`src/rtl/crc_32_frame_ctrl_if.sv`:
```
// Byte-stream handshake bundle used on both sides of crc_32_frame_ctrl.
//   valid : producer has a byte
//   ready : consumer accepts (transfer when valid && ready)
//   data  : payload byte
//   last  : final byte of frame
// master = byte producer, slave = byte consumer.
interface crc_32_frame_ctrl_if;
  logic       valid;
  logic       ready;
  logic [7:0] data;
  logic       last;

  modport master (output valid, output data, output last, input ready);
  modport slave  (input valid, input data, input last, output ready);
endinterface

```
`src/rtl/crc_32_frame_ctrl.sv`:
```
// Frame-level CRC-32/IEEE sequencer.
// Forwards a last-framed byte stream with zero latency. In append mode
// (mode=0) it appends the 4-byte FCS LSB-first. In check mode (mode=1) it
// validates a trailing FCS by residue. It also reports per-frame status and
// keeps saturating frame/error counters.
// Ports:
//   clk, rst       : clock, asynchronous active-high reset
//   mode           : 0 append / 1 check, latched on first byte of frame
//   in_stream      : upstream byte stream (slave side)
//   out_stream     : downstream byte stream (master side)
//   status_valid   : one-cycle pulse per completed frame
//   crc_ok, len_err: frame result, held until next frame completes
//   crc_value      : final CRC of last completed frame (held)
//   cnt_clr        : synchronous clear of both counters
//   frame_cnt      : completed frames (saturating)
//   err_cnt        : frames with crc_ok=0 (saturating)
module crc_32_frame_ctrl #(
  parameter int unsigned CNT_W = 16
) (
  input  logic                  clk,
  input  logic                  rst,
  input  logic                  mode,
  crc_32_frame_ctrl_if.slave    in_stream,
  crc_32_frame_ctrl_if.master   out_stream,
  output logic                  status_valid,
  output logic                  crc_ok,
  output logic                  len_err,
  output logic [31:0]           crc_value,
  input  logic                  cnt_clr,
  output logic [CNT_W-1:0]      frame_cnt,
  output logic [CNT_W-1:0]      err_cnt
);

  localparam logic [31:0] CRC_POLY          = 32'h04C11DB7;
  localparam logic [31:0] CRC_INITIAL_VALUE = 32'hFFFFFFFF;
  localparam logic [31:0] CRC_RESIDUE       = 32'hC704DD7B;
  localparam logic [2:0]  MIN_CHECK_LEN     = 3'd5;

  typedef enum logic [1:0] {IDLE, DATA, FCS, STAT} state_t;

  state_t      state, state_next;
  logic [31:0] crc_reg;
  logic [2:0]  byte_cnt;
  logic [1:0]  fcs_idx;
  logic        mode_q;

  logic        in_ready_c, out_valid_c, out_data_last_c;
  logic [7:0]  out_data_c;
  logic        in_fire, out_fire, mode_eff;
  logic [31:0] crc_upd, final_cur, final_upd;
  logic [2:0]  cnt_inc, cnt_fin;
  logic [7:0]  fcs_byte;

  // Byte is bit-reflected, i.e. in_data[0] enters the MSB-first shifter first.
  function automatic logic [31:0] crc_byte(input logic [31:0] c, input logic [7:0] b);
    logic [31:0] r;
    r = c;
    for (int unsigned i = 0; i < 8; i++) begin
      if (r[31] ^ b[i]) r = {r[30:0], 1'b0} ^ CRC_POLY;
      else              r = {r[30:0], 1'b0};
    end
    return r;
  endfunction

  function automatic logic [31:0] crc_final(input logic [31:0] c);
    logic [31:0] rev;
    for (int unsigned i = 0; i < 32; i++) rev[i] = c[31-i];
    return ~rev;
  endfunction

  assign in_stream.ready  = in_ready_c;
  assign out_stream.valid = out_valid_c;
  assign out_stream.data  = out_data_c;
  assign out_stream.last  = out_data_last_c;

  assign in_fire   = in_stream.valid && in_ready_c;
  assign out_fire  = out_valid_c && out_stream.ready;
  // The first byte of a frame uses the live mode input; later bytes the latched copy.
  assign mode_eff  = (state == IDLE) ? mode : mode_q;
  assign crc_upd   = crc_byte(crc_reg, in_stream.data);
  assign final_cur = crc_final(crc_reg);
  assign final_upd = crc_final(crc_upd);
  assign cnt_inc   = (byte_cnt == MIN_CHECK_LEN) ? byte_cnt : byte_cnt + 3'd1;
  assign cnt_fin   = (state == IDLE) ? 3'd1 : cnt_inc;

  always_comb begin
    fcs_byte = final_cur[7:0];
    unique case (fcs_idx)
      2'd0: fcs_byte = final_cur[7:0];
      2'd1: fcs_byte = final_cur[15:8];
      2'd2: fcs_byte = final_cur[23:16];
      2'd3: fcs_byte = final_cur[31:24];
    endcase
  end

  // State register
  always_ff @(posedge clk or posedge rst) begin
    if (rst) state <= IDLE;
    else     state <= state_next;
  end

  // Next-state logic
  always_comb begin
    state_next = state;
    unique case (state)
      IDLE, DATA: begin
        if (in_fire) begin
          if (in_stream.last) state_next = mode_eff ? STAT : FCS;
          else                state_next = DATA;
        end
      end
      FCS:  if (out_fire && fcs_idx == 2'd3) state_next = STAT;
      STAT: state_next = IDLE;
    endcase
  end

  // Output logic; in IDLE/DATA the stream passes straight through.
  always_comb begin
    in_ready_c      = 1'b0;
    out_valid_c     = 1'b0;
    out_data_c      = '0;
    out_data_last_c = 1'b0;
    status_valid    = 1'b0;
    unique case (state)
      IDLE, DATA: begin
        in_ready_c      = out_stream.ready && !rst;
        out_valid_c     = in_stream.valid && !rst;
        out_data_c      = in_stream.data;
        out_data_last_c = in_stream.last && mode_eff;
      end
      FCS: begin
        out_valid_c     = 1'b1;
        out_data_c      = fcs_byte;
        out_data_last_c = (fcs_idx == 2'd3);
      end
      STAT: status_valid = 1'b1;
    endcase
  end

  // Datapath: CRC register, counters, frame results
  always_ff @(posedge clk or posedge rst) begin
    if (rst) begin
      crc_reg   <= CRC_INITIAL_VALUE;
      byte_cnt  <= '0;
      fcs_idx   <= '0;
      mode_q    <= 1'b0;
      crc_ok    <= 1'b0;
      len_err   <= 1'b0;
      crc_value <= '0;
      frame_cnt <= '0;
      err_cnt   <= '0;
    end else begin
      unique case (state)
        IDLE: begin
          if (in_fire) begin
            crc_reg  <= crc_upd;
            byte_cnt <= 3'd1;
            mode_q   <= mode;
            fcs_idx  <= '0;
          end
        end
        DATA: begin
          if (in_fire) begin
            crc_reg  <= crc_upd;
            byte_cnt <= cnt_inc;
          end
        end
        FCS:  if (out_fire) fcs_idx <= fcs_idx + 2'd1;
        STAT: crc_reg <= CRC_INITIAL_VALUE;
      endcase

      // Results are captured on entry to STAT so they are valid alongside
      // status_valid; check mode must fold in the final byte being accepted.
      if (state_next == STAT && state != STAT) begin
        if (state == FCS) begin
          crc_ok    <= 1'b1;
          len_err   <= 1'b0;
          crc_value <= final_cur;
        end else begin
          len_err   <= (cnt_fin < MIN_CHECK_LEN);
          crc_ok    <= !(cnt_fin < MIN_CHECK_LEN) && (crc_upd == CRC_RESIDUE);
          crc_value <= final_upd;
        end
      end

      if (cnt_clr) begin
        frame_cnt <= '0;
        err_cnt   <= '0;
      end else if (state == STAT) begin
        if (frame_cnt != '1)           frame_cnt <= frame_cnt + 1'b1;
        if (!crc_ok && err_cnt != '1)  err_cnt   <= err_cnt + 1'b1;
      end
    end
  end

endmodule

```
`src/flat_wrapper.sv`:
```
// flat-port wrapper written by rule: the top's interface ports become plain ports
module crc_32_frame_ctrl_flat 
#(
  parameter int unsigned CNT_W = 16
)
  (clk, rst, mode, status_valid, crc_ok, len_err, crc_value, cnt_clr, frame_cnt, err_cnt, in_stream_valid, in_stream_data, in_stream_last, in_stream_ready, out_stream_valid, out_stream_data, out_stream_last, out_stream_ready);
  crc_32_frame_ctrl_if in_stream_i ();
  crc_32_frame_ctrl_if out_stream_i ();
  input  logic clk;
  input  logic rst;
  input  logic mode;
  output logic status_valid;
  output logic crc_ok;
  output logic len_err;
  output logic [31:0] crc_value;
  input  logic cnt_clr;
  output logic [CNT_W-1:0] frame_cnt;
  output logic [CNT_W-1:0] err_cnt;
  input wire logic [$bits(in_stream_i.valid)-1:0] in_stream_valid;
  input wire logic [$bits(in_stream_i.data)-1:0] in_stream_data;
  input wire logic [$bits(in_stream_i.last)-1:0] in_stream_last;
  output wire logic [$bits(in_stream_i.ready)-1:0] in_stream_ready;
  output wire logic [$bits(out_stream_i.valid)-1:0] out_stream_valid;
  output wire logic [$bits(out_stream_i.data)-1:0] out_stream_data;
  output wire logic [$bits(out_stream_i.last)-1:0] out_stream_last;
  input wire logic [$bits(out_stream_i.ready)-1:0] out_stream_ready;
  assign in_stream_i.valid = in_stream_valid;
  assign in_stream_i.data = in_stream_data;
  assign in_stream_i.last = in_stream_last;
  assign in_stream_ready = in_stream_i.ready;
  assign out_stream_valid = out_stream_i.valid;
  assign out_stream_data = out_stream_i.data;
  assign out_stream_last = out_stream_i.last;
  assign out_stream_i.ready = out_stream_ready;
  crc_32_frame_ctrl #(.CNT_W(CNT_W)) u_core (.clk(clk), .rst(rst), .mode(mode), .in_stream(in_stream_i), .out_stream(out_stream_i), .status_valid(status_valid), .crc_ok(crc_ok), .len_err(len_err), .crc_value(crc_value), .cnt_clr(cnt_clr), .frame_cnt(frame_cnt), .err_cnt(err_cnt));
endmodule
```
`config.mk`:
```
export PLATFORM = sky130hd
export DESIGN_NAME = crc_32_frame_ctrl_flat
export DESIGN_NICKNAME = d
export VERILOG_FILES = /design/src/rtl/crc_32_frame_ctrl_if.sv /design/src/rtl/crc_32_frame_ctrl.sv /design/src/flat_wrapper.sv
export SDC_FILE = /design/constraint.sdc
export NUM_CORES = 1
export LEC_CHECK = 0
export CAP_MARGIN = 10
export CORE_ASPECT_RATIO = 2
export CORE_MARGIN = 5
export CORE_UTILIZATION = 45
export DETAILED_ROUTE_END_ITERATION = 10
export PLACE_DENSITY = 0.69
export SLEW_MARGIN = 10
export SYNTH_ARGS = -nofsm -noshare
export SYNTH_HDL_FRONTEND = slang
export SYNTH_SLANG_ARGS = --single-unit
```
`constraint.sdc`:
```
create_clock -name clk -period 4.4 [get_ports clk]
set_input_delay 0.88 -clock clk [delete_from_list [all_inputs] [get_ports clk]]
set_output_delay 0.88 -clock clk [all_outputs]
set_load 0.03 [all_outputs]
```
==> impl_results.md <==
- Outcome: complete, no violations
- GR met2 Demand/Resource: between 40% and 50%
- Setup crit end: u_core.crc_ok
- First-pass GRT wire length: slightly below 30 mm
- Post-CTS setup repair buffer count: 0
- R2R Setup Slk: 1.28 ns
- Post-layout nets: 815
- Worst Setup Start Kind: input pin
- Critical path type: in2reg
- Vias in the first global route: 5472
- Cell count after synthesis: about 710
- Number of synthesized flops with an enable pin: 0
- CTS tree: built
- Most used cell along the critical path: xnor2_1
- Commonest non-fill, non-tap cell in the layout: nor2_1
- Synth Flop Type: dfrtp_1
- Hold Fails Final Rpt: 0
- Pwr Total: 0.00718 W
- Fill count: around 1200
- Die W: between 90 and 100 um
- Total track usage: between 20% and 30%
- Routability congestion estimate: slightly below 1
- Gr ovfl total: 0
- Max_cap viols: 0
- Drc violations: 0
- Clock Skews: approximately 0.0075 ns
- RSZ-0062 raised after global routing: false
- Largest net degree at the start of global routing: 74
- TritonRoute pass-1 iters: 5
- Worst hold path type: reg2reg
- #FFs+latches synth: around 110
- Starting Density: 45.8%
- Leakage: just over 3 nW
- Worst reg2reg startpoint: u_core.crc_reg[31]
- Post-Layout Cell Count: 950
- Core Rows: 60
- Clock buffer count from CTS: 9
- Area growth from synthesis to layout: 23.4%
- Iter 0 DRT Violations: 251
- Drt total wl: 18.6 mm
- Most frequent cells in the layout: nor2_1 (106), clkdlybuf4s50_1 (92), nand2_1 (84)
- Normalized max-slew margin: between 20% and 30%
- Tightest Pin Transition: about 1.2 ns
- Required time of the critical path: approximately 4.7 ns
- Worst vdd ir: 584 uV
- Die H: 175 um
- CTS Buffer Depth: 2
- Layout cell share with drive strength beyond 1: between 10% and 20%
- Warnings, synthesis: 0
- Peak Freq: 270 MHz
- Die area: 0.0163 sq mm
- Sink count of the clock tree: 106
- Setup TNS: 0 ns
- Final antenna-violating net count: 0
- I/O pin cnt: 93
- DR WL/cell: 19.6 um
- CP Capture Type: flip-flop
- Core Box Area: 0.0134 sq mm
- Worst EP arrival: 3.97 ns
- Area of the mapped netlist: 0.00616 sq mm
- Slowest stage delay, CP: 0.59 ns
- Initial antenna violation count: 0
- Final worst path period share: 84.3%
- Clk slew on worst S/H paths: around 0.080 ns
- Reg-to-Reg End: u_core.crc_ok
- Critical path startpoint: in_stream_data[0]
- Max FO, Critical Path: 5
- Input/output buffers: 92
- Clock latency on the worst-skew pair: 0.35 ns
- Clk root buf: clkbuf_16
- Syn Area/Cell: around 8.7 sq um
- Gr busiest metal: met2
- Worst reg2reg path depth: 8
- Power per cell area: 945 mW/mm^2
- Placed Instances: between 900 and 1000
- Hpwl dp: ~14 mm
- Final min period: between 3 and 4 ns
- Diode count: 0
- Synth Net Count: 731
- H-tree depth: 3
- Met1 Usage GRT: 25.2%
- Cells along the critical path: clkdlybuf4s50_1 > xnor2_1 > xnor2_1 > xnor2_1 > or4b_1 > or4_1 > a2111o_1 > o31ai_2
- Pins over their slew limit: 0
- Met3 usage: 2.87%
- Slowest stage cell, crit path: xnor2_1
- Register area share after synthesis: 43.7%
- Cts hold-fix bufs: 0
- Vias: between 5000 and 6000
- Asr flop ratio synth: 100%
- DR vias/cell: 5.60
- Finish-stage setup viols: 0
- Resize count post-CTS: 0
- Post-synth cell types: 52
-- cells by family (layout without fill, tap and decap cells) --
| kind of cell | Yosys count | in the layout | share of synthesized area [%] |
|---|---|---|---|
| fa+ha+maj | 9 | 9 | 1.83 |
| flops | 106 | 106 | 43.7 |
| xor+xnor | 98 | 98 | 15.4 |
| buf+inv | 55 | 143 | 3.35 |
| mux | 8 | 8 | 1.36 |
| compound gates | 141 | 141 | 13.1 |
| simple gates | 290 | 290 | 21.2 |
-- cells in the mapped netlist, drive strengths merged (4+ instances only) --
cell | number | area share, %
nor2 | 106 | 6.5
nand2 | 84 | 5.1
dfrtp | 74 | 30
a21oi | 66 | 5.4
xnor2 | 56 | 8.7
o21ai | 41 | 3.3
xor2 | 41 | 6.4
dfstp | 32 | 14
clkbuf | 30 | 1.8
nor3 | 27 | 2.2
nand3 | 21 | 1.7
inv | 18 | 1.1
o22ai | 11 | 1.1
nor2b | 10 | 1.0
ha | 9 | 1.8
nand4 | 8 | 0.81
o311ai | 8 | 1.1
buf | 6 | 0.37
nand2b | 6 | 0.61
and2 | 5 | 0.51
mux2i | 5 | 0.81
and3 | 4 | 0.43
nor3b | 4 | 0.49
or3 | 4 | 0.41
-- metrics by stage --
step | hold slack, ns | util (%) | instance area (sq um) | setup WS, ns
2_1_floorplan | 0.490 | - | 6160 | 0.784
3_3_place_gp | 0.505 | 54.3 | 7300 | 0.403
3_5_place_dp | 0.517 | 54.3 | 7300 | 0.376
4_1_cts | 0.533 | 56.6 | 7600 | 0.733
5_1_grt | 0.556 | 56.6 | 7600 | 0.597
6_report | 0.526 | 56.6 | 7600 | 0.691
-- final cells by class --
cell class / instances / area (sq um) / share of cell area, %
timing repair buffer: 109 / 1050 / 13.8
inverter: 19 / 73.8 / 0.971
sequential: 106 / 2690 / 35.4
clock buffer: 9 / 225 / 2.96
multi-input combinational: 546 / 3290 / 43.3
tap: 155 / 194 / 2.55
clock inverter: 6 / 75.1 / 0.988
-- critical path, delay by kind of cell --
kind                      cells  cell delay, ns
AOI/OAI and AO/OA             2            0.59
buffers and inverters         1            0.44
and+or+nand+nor               2            1.02
xor gates and xnor gates      3            1.04
-- layer usage --
metal  part of all wire, %  vias to the layer above
met5                     0                        -
met4                   5.3                        0
met3                   3.9                       44
met2                    54                      176
met1                    37                     2547
li1                      -                     2551
-- how the worst min path moves through the flow --
stage / start / to / slack (ns) / cells after the start
floorplan: u_core.byte_cnt[1] / u_core.byte_cnt[1] / 0.49 / 2
global placement: u_core.byte_cnt[1] / u_core.byte_cnt[1] / 0.50 / 2
detailed placement: u_core.crc_value[24] / u_core.crc_value[24] / 0.52 / 2
CTS: u_core.crc_value[24] / u_core.crc_value[24] / 0.53 / 2
global route: u_core.crc_value[31] / u_core.crc_value[31] / 0.56 / 2
finish: u_core.crc_value[24] / u_core.crc_value[24] / 0.53 / 2
-- power by group --
group          internal [W]  switching (W)  total, W
Sequential          0.00142       0.000398   0.00181
Combinational       0.00176        0.00278   0.00454
Clock              0.000447       0.000383  0.000829
Power figures use the tool's default switching activity.
